<file path="src/rtl/tempsensor_i2c_ctrl.sv">
// tempsensor_i2c_ctrl: sequences an I2C master to write one sensor config
// byte after reset, then poll the 2-byte temperature register.
// Ports: clk/reset (async, active low); run/poll_now poll control;
// go/rw/N_Byte/dev_add/R_Pointer/dwr_DataWriteReg/Master_Enable drive the
// master; done/ready/ack_e/drd_lcdData come back from it; temp_data,
// temp_valid, nack_err, timeout_err, err_count and busy report status.
module tempsensor_i2c_ctrl #(
  parameter logic [6:0]  DEV_ADDR    = 7'h48,
  parameter logic [7:0]  CFG_PTR     = 8'h01,
  parameter logic [7:0]  CFG_BYTE    = 8'h60,
  parameter logic [7:0]  TEMP_PTR    = 8'h00,
  parameter int unsigned POLL_CYCLES = 50000000,
  parameter int unsigned START_TO    = 16,
  parameter int unsigned XFER_TO     = 1000000
) (
  input  logic        clk,
  input  logic        reset,
  input  logic        run,
  input  logic        poll_now,
  output logic        go,
  output logic        rw,
  output logic [5:0]  N_Byte,
  output logic [6:0]  dev_add,
  output logic [7:0]  R_Pointer,
  output logic [7:0]  dwr_DataWriteReg,
  output logic        Master_Enable,
  input  logic        done,
  input  logic        ready,
  input  logic        ack_e,
  input  logic [7:0]  drd_lcdData,
  output logic [15:0] temp_data,
  output logic        temp_valid,
  output logic        nack_err,
  output logic        timeout_err,
  output logic [7:0]  err_count,
  output logic        busy
);

  typedef enum logic [2:0] {
    CFG_ISSUE,
    RD_ISSUE,
    ISSUE_WAIT,
    XFER,
    COMPLETE,
    POLL_WAIT,
    MRESET
  } state_t;

  localparam logic [23:0] POLL_LAST  = 24'(POLL_CYCLES - 1);
  localparam logic [19:0] START_LAST = 20'(START_TO - 1);
  localparam logic [19:0] XFER_LAST  = 20'(XFER_TO - 1);

  state_t      state;
  logic [23:0] poll_cnt;
  logic [19:0] to_cnt;
  logic        mr_cnt;
  logic [1:0]  byte_idx;
  logic        nack_seen;
  logic        poll_pend;
  logic [7:0]  msb_r;
  logic [7:0]  lsb_r;
  logic        ready_q;
  logic        done_q;

  logic        ready_rise;
  logic        done_fall;
  logic        done_rise;
  logic        to_fire;
  logic [7:0]  err_inc;

  assign ready_rise = ready & ~ready_q;
  assign done_fall  = ~done & done_q;
  assign done_rise  = done & ~done_q;

  // One shared watchdog counter; it is cleared on entry to each wait state.
  assign to_fire =
    ((state == ISSUE_WAIT) && !done_fall && (to_cnt == START_LAST)) ||
    ((state == XFER) && !done_rise && (to_cnt == XFER_LAST));

  assign err_inc = (err_count == 8'hFF) ? 8'hFF : err_count + 8'd1;
  assign dev_add = DEV_ADDR;
  assign busy    = (state != POLL_WAIT);

  always_ff @(posedge clk or negedge reset) begin
    if (!reset) begin
      state            <= CFG_ISSUE;
      go               <= 1'b0;
      rw               <= 1'b0;
      N_Byte           <= 6'd0;
      R_Pointer        <= 8'd0;
      dwr_DataWriteReg <= 8'd0;
      Master_Enable    <= 1'b1;
      temp_data        <= 16'd0;
      temp_valid       <= 1'b0;
      nack_err         <= 1'b0;
      timeout_err      <= 1'b0;
      err_count        <= 8'd0;
      poll_cnt         <= 24'd0;
      to_cnt           <= 20'd0;
      mr_cnt           <= 1'b0;
      byte_idx         <= 2'd0;
      nack_seen        <= 1'b0;
      poll_pend        <= 1'b0;
      msb_r            <= 8'd0;
      lsb_r            <= 8'd0;
      ready_q          <= 1'b0;
      done_q           <= 1'b1;
    end else begin
      ready_q     <= ready;
      done_q      <= done;
      temp_valid  <= 1'b0;
      nack_err    <= 1'b0;
      timeout_err <= 1'b0;
      if (poll_now) poll_pend <= 1'b1;
      if (to_fire) begin
        go            <= 1'b0;
        Master_Enable <= 1'b0;
        timeout_err   <= 1'b1;
        err_count     <= err_inc;
        mr_cnt        <= 1'b0;
        state         <= MRESET;
      end else begin
        unique case (state)
          CFG_ISSUE: begin
            rw               <= 1'b0;
            N_Byte           <= 6'd1;
            R_Pointer        <= CFG_PTR;
            dwr_DataWriteReg <= CFG_BYTE;
            go               <= 1'b1;
            byte_idx         <= 2'd0;
            nack_seen        <= 1'b0;
            to_cnt           <= 20'd0;
            state            <= ISSUE_WAIT;
          end
          RD_ISSUE: begin
            rw        <= 1'b1;
            N_Byte    <= 6'd2;
            R_Pointer <= TEMP_PTR;
            go        <= 1'b1;
            byte_idx  <= 2'd0;
            nack_seen <= 1'b0;
            to_cnt    <= 20'd0;
            state     <= ISSUE_WAIT;
          end
          ISSUE_WAIT: begin
            if (done_fall) begin
              go     <= 1'b0;
              to_cnt <= 20'd0;
              state  <= XFER;
            end else begin
              to_cnt <= to_cnt + 20'd1;
            end
          end
          XFER: begin
            nack_seen <= nack_seen | ack_e;
            // Write data was latched at issue; only reads capture bytes.
            if (ready_rise && rw) begin
              if (byte_idx == 2'd0) msb_r <= drd_lcdData;
              if (byte_idx == 2'd1) lsb_r <= drd_lcdData;
              if (byte_idx != 2'd3) byte_idx <= byte_idx + 2'd1;
            end
            if (done_rise) state <= COMPLETE;
            else to_cnt <= to_cnt + 20'd1;
          end
          COMPLETE: begin
            // A read that ends short of two bytes counts as a NACK.
            if (nack_seen || (rw && byte_idx != 2'd2)) begin
              nack_err  <= 1'b1;
              err_count <= err_inc;
            end else if (rw) begin
              temp_data  <= {msb_r, lsb_r};
              temp_valid <= 1'b1;
            end
            poll_cnt <= 24'd0;
            state    <= POLL_WAIT;
          end
          POLL_WAIT: begin
            if (run) begin
              if (poll_pend || poll_now || poll_cnt == POLL_LAST) begin
                poll_pend <= 1'b0;
                poll_cnt  <= 24'd0;
                state     <= RD_ISSUE;
              end else begin
                poll_cnt <= poll_cnt + 24'd1;
              end
            end
          end
          MRESET: begin
            if (mr_cnt) begin
              Master_Enable <= 1'b1;
              poll_cnt      <= 24'd0;
              state         <= POLL_WAIT;
            end else begin
              mr_cnt <= 1'b1;
            end
          end
          default: state <= CFG_ISSUE;
        endcase
      end
    end
  end

endmodule
</file>
<file path="config.mk">
export PLATFORM = sky130hd
export DESIGN_NAME = tempsensor_i2c_ctrl
export DESIGN_NICKNAME = d
export VERILOG_FILES = /design/src/rtl/tempsensor_i2c_ctrl.sv
export SDC_FILE = /design/constraint.sdc
export NUM_CORES = 1
export LEC_CHECK = 0
export CORE_UTILIZATION = 55
export DETAILED_ROUTE_END_ITERATION = 12
export PLACE_DENSITY = 0.78
export SYNTH_ARGS = -nofsm -noshare
export SYNTH_HDL_FRONTEND = slang
export SYNTH_SLANG_ARGS = --single-unit
</file>
<file path="constraint.sdc">
create_clock -name clk -period 2.5 [get_ports clk]
set_input_delay 0.75 -clock clk [delete_from_list [all_inputs] [get_ports clk]]
set_output_delay 0.75 -clock clk [all_outputs]
set_load 0.03 [all_outputs]
</file>
==> reports/results.tsv, run 1 <==
metric	value	unit
die_y	101.3	um
rows	35	
die_w	101.3	um
portBuffers	50	
drt_iter0_drc	178	
vdd_drop_max	0.0006926	V
cp_top_family	buffers and inverters	
worstPathCellList	clkdlybuf4s50_1	
hold_viol_final	0	
period_share	94.83	%
numCtsBuffers	9	
synth_edf_count	0	
crit_cells	1	
ys_warn_count	0	
io_pins	75	
p_total	0.005017	W
cts_num_sinks	102	
ant_nets	0	
tightest_slew	0.7093	ns
crit_arrival	1.62	ns
antenna_found_initial	0	
yosysMostFrequentCell	dfrtp_1	
grt_pass1_vias	4096	
fin_ws	0.1292	ns
rrSetupSlack	0.22	ns
syn_avg_cell_area	10.55	um^2
slew_headroom	52.54	%
cts_buffer_depth	2	
fin_nets	600	
async_flop_share	100.0	%
avgViaCountPerCell	5.815	
grt_max_degree	43	
die_area	10260	um^2
fin_util	67.32	%
initial_utilization	57.58	%
r2r-start	to_cnt[0]$_DFFE_PN0P_	
rr_endpoint	msb_r[3]$_DFFE_PN0P_	
wl_per_cell	15.91	um
yosysSeqAreaShare	47.13	%
clock_latency	0.38	ns
synthTopCellsByArea	dfrtp_1 46%, mux2_1 5.0%, buf_4 4.2%, mux2_2 3.7%, nor2_1 2.5%	
cp_slowest_stage_delay	0.67	ns
cts_setup_buffers	0	
cts_tree	done	
gr-total-overflow	0	
synth_common_cells	100 x dfrtp_1, 36 x nor2_1, 33 x nand2_1	
path_buf_inv	1	
rr_worst_depth	6	
synth.distinct_cells	65	
min_period	2.371	ns
synth.largest_area_cell	dfrtp_1	
clock_skew	0.01412	ns
clk_pin_slew_worst_paths	0.10	ns
end_kind	primary output	
dp.final_hpwl	8.178	mm
drive_gt1_share	15.61	%
syn_inst	514	
vias	4140	
outcome	finished, final reports clean	
grt_pass1_wl	19.46	mm
hp-class	in2async	
p_per_area	791.5	nW/um^2
synth_area	5421	um^2
routed_wl	11.33	mm
grt_setup_unrepaired	no	
diodes	0	
crit_type	reg2out	
slowest_stage	clkdlybuf4s50_1	
htree_levels	3	
required	1.75	ns
synth-seq-cells	102	
route.detailed.drc	0	
core_area	9415	um^2
cap_violations	0	
synth_top_area_share	46.16	%
syn_to_final_growth	16.92	%
crit_path_start_kind	flop	
place.gp.congestion	0.9675	
clockRootBuffer	clkbuf_8	
synth-main-ff-cell	dfrtp_1	
finalSetupViolations	0	
max_freq	0.4218	GHz
finalMaxSlewViolations	0	
cp_max_fo	2	
grtUsageTotal	24.36	%
leakage	2.761	nW
first_pass_iters	6	
pre_cts_ws	-0.2329	ns
sequential cells by signal, summed over array words and instances (netlist names), 2 cells and up:
register,flops
byte_idx,2
err_count,8
lsb_r,8
msb_r,8
poll_cnt,24
state,3
temp_data,16
to_cnt,20
how the worst max path moves through the flow:
stage                                    startpoint                      to  slack [ns]
after floorplan               to_cnt[0]$_DFFE_PN0P_    lsb_r[0]$_DFFE_PN0P_        0.43
after global placement                         done  to_cnt[15]$_DFFE_PN0P_       -0.12
after detailed placement                       done    msb_r[3]$_DFFE_PN0P_       -0.23
after CTS                 Master_Enable$_DFFE_PN1P_           Master_Enable        0.10
after global routing          to_cnt[0]$_DFFE_PN0P_    msb_r[3]$_DFFE_PN0P_        0.05
final                     Master_Enable$_DFFE_PN1P_           Master_Enable        0.13
layout make-up:
type,count,area [um^2]
tap,129,161.4
clock buffer,11,141.4
clock inverter,5,82.58
fill,723,3077
timing repair buffer,81,779.5
inverter,12,45.04
multi-input combinational,372,2574
sequential,102,2555
per-layer routing:
metal  vias up  wire length (um)  track usage, %
met5         -                 0               0
met4         0               105           6.912
met3        11               515           5.935
met2       103              5704           41.23
met1      2064              5004           31.21
li1       1962                 -               -
power by group:
part / leakage (nW) / internal (W) / switching (W)
Clock: 0.114 / 0.000595 / 0.000568
Sequential: 1.36 / 0.00190 / 0.000192
Combinational: 1.29 / 0.000722 / 0.00104
stage by stage:
stage / hold WS (ns) / instances / instance area, um^2 / setup TNS, ns
6_report: 0.2811 / 712 / 6339 / 0
5_1_grt: 0.2953 / 712 / 6339 / 0
4_1_cts: 0.2730 / 712 / 6339 / 0
3_5_place_dp: 0.4788 / 696 / 6116 / -6.357
3_3_place_gp: 0.4700 / 696 / 6116 / -2.626
2_1_floorplan: 0.4544 / 536 / 5504 / 0
what timing repair did:
item / CTS / global route
hold buffers: 0 / 0
setup endpoints to repair: 1 / 0
resized for setup: 1 / 0
logic make-up after synthesis:
| group | after synthesis | synth area share, % |
|---|---|---|
| mux | 42 | 8.724 |
| other cells | 2 | 0.1385 |
| compound gates | 99 | 13.11 |
| flops | 102 | 47.13 |
| fa+ha+maj | 7 | 1.615 |
| xor+xnor | 16 | 2.585 |
| simple gates | 184 | 19.78 |
| buf+inv | 62 | 6.924 |
cells in the final DEF (no fill, tap or decap), types with 7 or more instances in the layout:
cell | synthesis | final
nand2b_1 | 7 | 7
xnor2_1 | 15 | 15
conb_1 | 2 | 24
mux2_2 | 18 | 18
nor2_1 | 36 | 36
a21oi_1 | 14 | 14
mux2_1 | 24 | 24
a31oi_1 | 10 | 10
nor4_1 | 8 | 8
clkbuf_8 | 0 | 10
nor3_1 | 10 | 10
ha_1 | 7 | 7
nand2_1 | 33 | 33
o31ai_1 | 15 | 15
buf_4 | 30 | 28
o21ai_0 | 15 | 15
dfrtp_1 | 100 | 100
o21ai_1 | 8 | 8
nand4_1 | 17 | 17
inv_1 | 12 | 12
nand3_1 | 23 | 23
clkdlybuf4s50_1 | 0 | 48
Power figures use the tool's default switching activity.
==> inputs of run 2 (changes only) <==
--- a/config.mk
+++ b/config.mk
@@ -5,6 +5,7 @@
 export SDC_FILE = /design/constraint.sdc
 export NUM_CORES = 1
 export LEC_CHECK = 0
+export CAP_MARGIN = 10
 export CORE_UTILIZATION = 55
 export DETAILED_ROUTE_END_ITERATION = 12
 export PLACE_DENSITY = 0.78
==> results of run 2 <==
No change in the layout: final DEF, timing and power equal those of run 1.
==> RTL change 1: new RTL, flow settings as in run 1 <==
Put one more register stage on the output `err_count`, cleared by the reset. The value now appears one clock later. The other outputs are not delayed to match.
--- a/src/rtl/tempsensor_i2c_ctrl.sv
+++ b/src/rtl/tempsensor_i2c_ctrl.sv
@@ -50,6 +50,8 @@
   localparam logic [19:0] START_LAST = 20'(START_TO - 1);
   localparam logic [19:0] XFER_LAST  = 20'(XFER_TO - 1);
 
+  logic [7:0] err_count_s0;
+
   state_t      state;
   logic [23:0] poll_cnt;
   logic [19:0] to_cnt;
@@ -77,7 +79,7 @@
     ((state == ISSUE_WAIT) && !done_fall && (to_cnt == START_LAST)) ||
     ((state == XFER) && !done_rise && (to_cnt == XFER_LAST));
 
-  assign err_inc = (err_count == 8'hFF) ? 8'hFF : err_count + 8'd1;
+  assign err_inc = (err_count_s0 == 8'hFF) ? 8'hFF : err_count_s0 + 8'd1;
   assign dev_add = DEV_ADDR;
   assign busy    = (state != POLL_WAIT);
 
@@ -94,7 +96,7 @@
       temp_valid       <= 1'b0;
       nack_err         <= 1'b0;
       timeout_err      <= 1'b0;
-      err_count        <= 8'd0;
+      err_count_s0     <= 8'd0;
       poll_cnt         <= 24'd0;
       to_cnt           <= 20'd0;
       mr_cnt           <= 1'b0;
@@ -116,7 +118,7 @@
         go            <= 1'b0;
         Master_Enable <= 1'b0;
         timeout_err   <= 1'b1;
-        err_count     <= err_inc;
+        err_count_s0  <= err_inc;
         mr_cnt        <= 1'b0;
         state         <= MRESET;
       end else begin
@@ -166,7 +168,7 @@
             // A read that ends short of two bytes counts as a NACK.
             if (nack_seen || (rw && byte_idx != 2'd2)) begin
               nack_err  <= 1'b1;
-              err_count <= err_inc;
+              err_count_s0 <= err_inc;
             end else if (rw) begin
               temp_data  <= {msb_r, lsb_r};
               temp_valid <= 1'b1;
@@ -200,4 +202,12 @@
     end
   end
 
+  always_ff @(posedge clk or negedge reset) begin
+    if (!reset) begin
+      err_count <= '0;
+    end else begin
+      err_count <= err_count_s0;
+    end
+  end
+
 endmodule
Behaviour: not the same (a bounded check fails within 10 cycles, from zero or initial values and one cycle with reset low).
==> RTL change 1 against run 1 <==
- the run now ends with setup timing left
- worst setup slack worse by 0.16 ns
- non-clock buffer count up 26
- sequential cell count up 8
- design area up 7.3%
- routed wire length up 16%
- first-iteration DRC count up 62%
- clock power down 3%
- clock skew down 0.0054 ns
- area after synthesis up 3.8%
- final cell count up 7.6%
- power up 12%
- register-to-register slack worse by 0.25 ns
- critical path type is now register to register
- highest routed layer unchanged
==> RTL change 1: results (changes against run 1) <==
[detailed_routing]
viasPerCell = 5.85  ; +0.61%
vias = 4481  ; +8.2%
drt_wl_total_mm = 13.2  ; +16%
dr.pass1.iters = 5  ; -1
drt-initial-drc-count = 288  ; +62%

[logic_synthesis]
synthAdderAreaFrac_pct = 1.56  ; -0.059 points
synth-seq-area-share_pct = 49.0  ; +1.8 points
syn_avg_cell_area_um2 = 10.5  ; -0.47%
synth_compound_area_share_pct = 8.94  ; -4.2 points
synth-xor-area-share_pct = 2.49  ; -0.094 points
yosys-top-cells-count = dfrtp_1, nand2_1, nor2_1
synthMuxAreaShare_pct = 10.9  ; +2.2 points
synth.distinct_cells = 56  ; -14%
synth_area_leaders = dfrtp_1, mux2_2, mux2_4, buf_4, nand2_1

[place]
placedCellCount = 748  ; +7.5%
post_dp_cell_area_um2 = 6520  ; +6.6%
place_hpwl_mm = 9.21  ; +13%
dp_worst_setup_slack_ns = -0.548  ; -0.315 ns
port_buffers = 50  ; unchanged
gp_congestion = 0.891  ; -7.9%

[clocking]
htree_levels = 3  ; unchanged

[worst_setup_path]
rr_endpoint = err_count_s0[3]
startpoint = to_cnt[7]
cp_top_family = simple AND/OR/NAND/NOR gates
critical-path-max-stage-delay_ns = 0.56  ; -0.11 ns
startpoint_type = register
cp-end-kind = register
crit_fanout = 4  ; +2
reg2reg_depth = 6  ; unchanged
crit_slowest_cell = or4_4

[timing]
fin_ws_ns = -0.0264  ; -0.156 ns
skew_ns = 0.00870  ; -0.00541 ns
hold_ws_ns = 0.325  ; +0.0437 ns
setup_tns_ns = -0.280  ; -0.280 ns
setup_violations = 20  ; +20
relSlewSlack_pct = 58.9  ; +6.4 points

[pwr]
leakage_nw = 2.95  ; +6.7%
ir_drop_mv = 0.676  ; -2.5%

[global_route]
use_met2_pct = 44.8  ; +3.5 points
grt_use_met1_pct = 34.2  ; +3.0 points
grt_max_degree = 45  ; +4.7%
grt_first_pass_wirelength_mm = 21.6  ; +11%
grt_pass1_vias = 4363  ; +6.5%
use_met3_pct = 4.75  ; -1.2 points
track_usage_pct = 26.3  ; +2.0 points

[cells_and_area]
drive_gt1_share_pct = 22.4  ; +6.8 points
nets = 650  ; +8.3%
antenna_cells = 0  ; unchanged

[outcome]
run_status = finished with violations
violations = setup timing

==> RTL change 1: area by class of cell <==
cell class / count / area [µm²]
tap: 133 / 166
sequential: 110 / 2760
clock buffer: 10 / 138
clock inverter: 6 / 67.6
fill: 694 / 3060
timing repair buffer: 107 / 953
inverter: 22 / 82.6
multi-input combinational: 378 / 2640
==> RTL change 1: timing repair <==
item / 4_1_cts / 5_1_grt
gates resized for setup: 10 / 8
pin swaps: 6 / 1
endpoints found under the setup margin: 28 / 32
setup buffers: 1 / 1
==> RTL change 1: power breakdown <==
part	total, mW	switching (mW)	leakage (nW)	internal (mW)
Clock	1.12	0.621	0.0993	0.496
Combinational	2.21	1.25	1.38	0.960
Sequential	2.31	0.241	1.47	2.07
Total	5.64	2.11	2.95	3.53
==> RTL change 1: layer usage <==
| layer | routed length, µm | vias to the layer above |
|---|---|---|
| li1 | - | 2081 |
| met1 | 5520 | 2246 |
| met2 | 6860 | 130 |
| met3 | 579 | 24 |
| met4 | 209 | 0 |
| met5 | 0 | - |
==> RTL change 2: new RTL, config.mk and constraints of run 1 <==
Without the edit above. `XFER_TO`: 1000000 -> 750000.
--- a/src/rtl/tempsensor_i2c_ctrl.sv
+++ b/src/rtl/tempsensor_i2c_ctrl.sv
@@ -11,7 +11,7 @@
   parameter logic [7:0]  TEMP_PTR    = 8'h00,
   parameter int unsigned POLL_CYCLES = 50000000,
   parameter int unsigned START_TO    = 16,
-  parameter int unsigned XFER_TO     = 1000000
+  parameter int unsigned XFER_TO     = 750000
 ) (
   input  logic        clk,
   input  logic        reset,
Behaviour: same outputs for any inputs over 4 cycles, from zero or initial values and one cycle with reset low; that may be too few to reach the edited logic, so the function may still have changed.
==> RTL change 2 against run 1 <==
- design area down 3.3%
- clock power up 6%
- worst setup slack better by 0.032 ns
- routed wire length down 4.0%
- area after synthesis down 4.6%
- critical path depth unchanged
- non-clock buffer count up 3
- final cell count down 2.8%
- sequential cell count unchanged
- highest routed layer unchanged
- power down 3.4%
- worst hold slack better by 0.054 ns
==> RTL change 2: results (changes against run 1) <==
[global_route]
use_met2_pct = 38.4  ; -2.9 points
grt_max_degree = 49  ; +14%
grt_first_pass_wirelength_mm = 18.5  ; -4.8%
grt_use_met1_pct = 32.2  ; +1.0 points
track_usage_pct = 23.7  ; -0.62 points
grt_pass1_vias = 3835  ; -6.4%
use_met3_pct = 5.18  ; -0.76 points

[pwr]
switching_power_mw = 1.78  ; -1.5%
ir_drop_mv = 0.433  ; -37%
clkPwrFrac_pct = 25.4  ; +2.2 points
pg_comb_mw = 1.57  ; -11%
leakage_nw = 2.76  ; -0.16%
power_mw = 4.85  ; -3.4%

[detailed_routing]
drt_wl_total_mm = 10.9  ; -4.0%
wl_met3_um = 465  ; -9.7%
wl_met1_mm = 4.94  ; -1.2%
vias = 4007  ; -3.2%
dr.pass1.iters = 4  ; -2
route.met2.wl_mm = 5.31  ; -7.0%
drt-initial-drc-count = 340  ; +91%

[outcome]
run_status = finished, final reports clean

[place]
post_dp_cell_area_um2 = 5880  ; -3.8%
placedCellCount = 676  ; -2.9%
gp_congestion = 0.867  ; -10%
place_hpwl_mm = 7.82  ; -4.3%
dp_worst_setup_slack_ns = -0.396  ; -0.163 ns

[logic_synthesis]
synth.distinct_cells = 61  ; -6.2%
synth_compound_area_share_pct = 9.39  ; -3.7 points
yosys-top-cells-count = dfrtp_1, nand2_1, nor2_1
ys_warn_count = 0  ; unchanged
synthMuxAreaShare_pct = 8.49  ; -0.23 points
synth_area_leaders = dfrtp_1, mux2_2, buf_4, nand2_1, nor2_1
synthAdderAreaFrac_pct = 1.69  ; +0.078 points
async_flop_share_pct = 100  ; unchanged
synthCells = 503  ; -2.1%
synth-xor-area-share_pct = 3.89  ; +1.3 points
synth-seq-area-share_pct = 49.4  ; +2.3 points

[worst_setup_path]
critical-path-max-stage-delay_ns = 0.67  ; about the same
startpoint = Master_Enable
rr_endpoint = to_cnt[6]
r2r_start = state[0]
arrival_ns = 1.59  ; -0.03 ns
reg2reg_depth = 7  ; +1
crit_fanout = 2  ; unchanged
r2r_setup_slack_ns = 0.19  ; -0.03 ns

[timing]
clock.fmax_mhz = 428  ; +1.4%
worstMarginPinSlew_ns = 0.598  ; -0.111 ns
hold_ws_ns = 0.335  ; +0.0536 ns
skew_ns = 0.0149  ; +0.000811 ns

[clocking]
post-cts-setup-buffer-count = 0  ; unchanged
cts-root-buf = clkbuf_8
clockBufferDepth = 2  ; unchanged

[cells_and_area]
nets = 598  ; -0.33%
finalNonFillerCells = 692  ; -2.8%
drive_gt1_share_pct = 16.9  ; +1.3 points

## RTL change 2: cell types whose count changed after synthesis, moves of 7 or more
cell / before / now
mux2_1: 24 / 7
xor2_1: 1 / 15
nand2_1: 33 / 44
nand4_1: 17 / 7
xnor2_1: 15 / 8
o21ai_1: 8 / 0
o21ai_0: 15 / 22
mux2_2: 18 / 32
## RTL change 2: area by class of cell
class                      instances  area [µm²]
sequential                       102        2550
clock inverter                     7         116
multi-input combinational        369        2380
tap                              111         139
inverter                          10        37.5
clock buffer                       9         124
timing repair buffer              84         779
fill                             691        3030
## RTL change 2: kinds of logic (layout without fill, tap and decap cells)
logic type | count (synthesis) | after routing
XOR/XNOR | 23 | 23
flip-flops | 102 | 102
buffers and inverters | 54 | 110
other | 2 | 24
AND/OR/NAND/NOR | 200 | 200
AO/OA/AOI/OAI | 76 | 76
multiplexers | 39 | 39
adder cells (fa/ha/maj) | 7 | 7
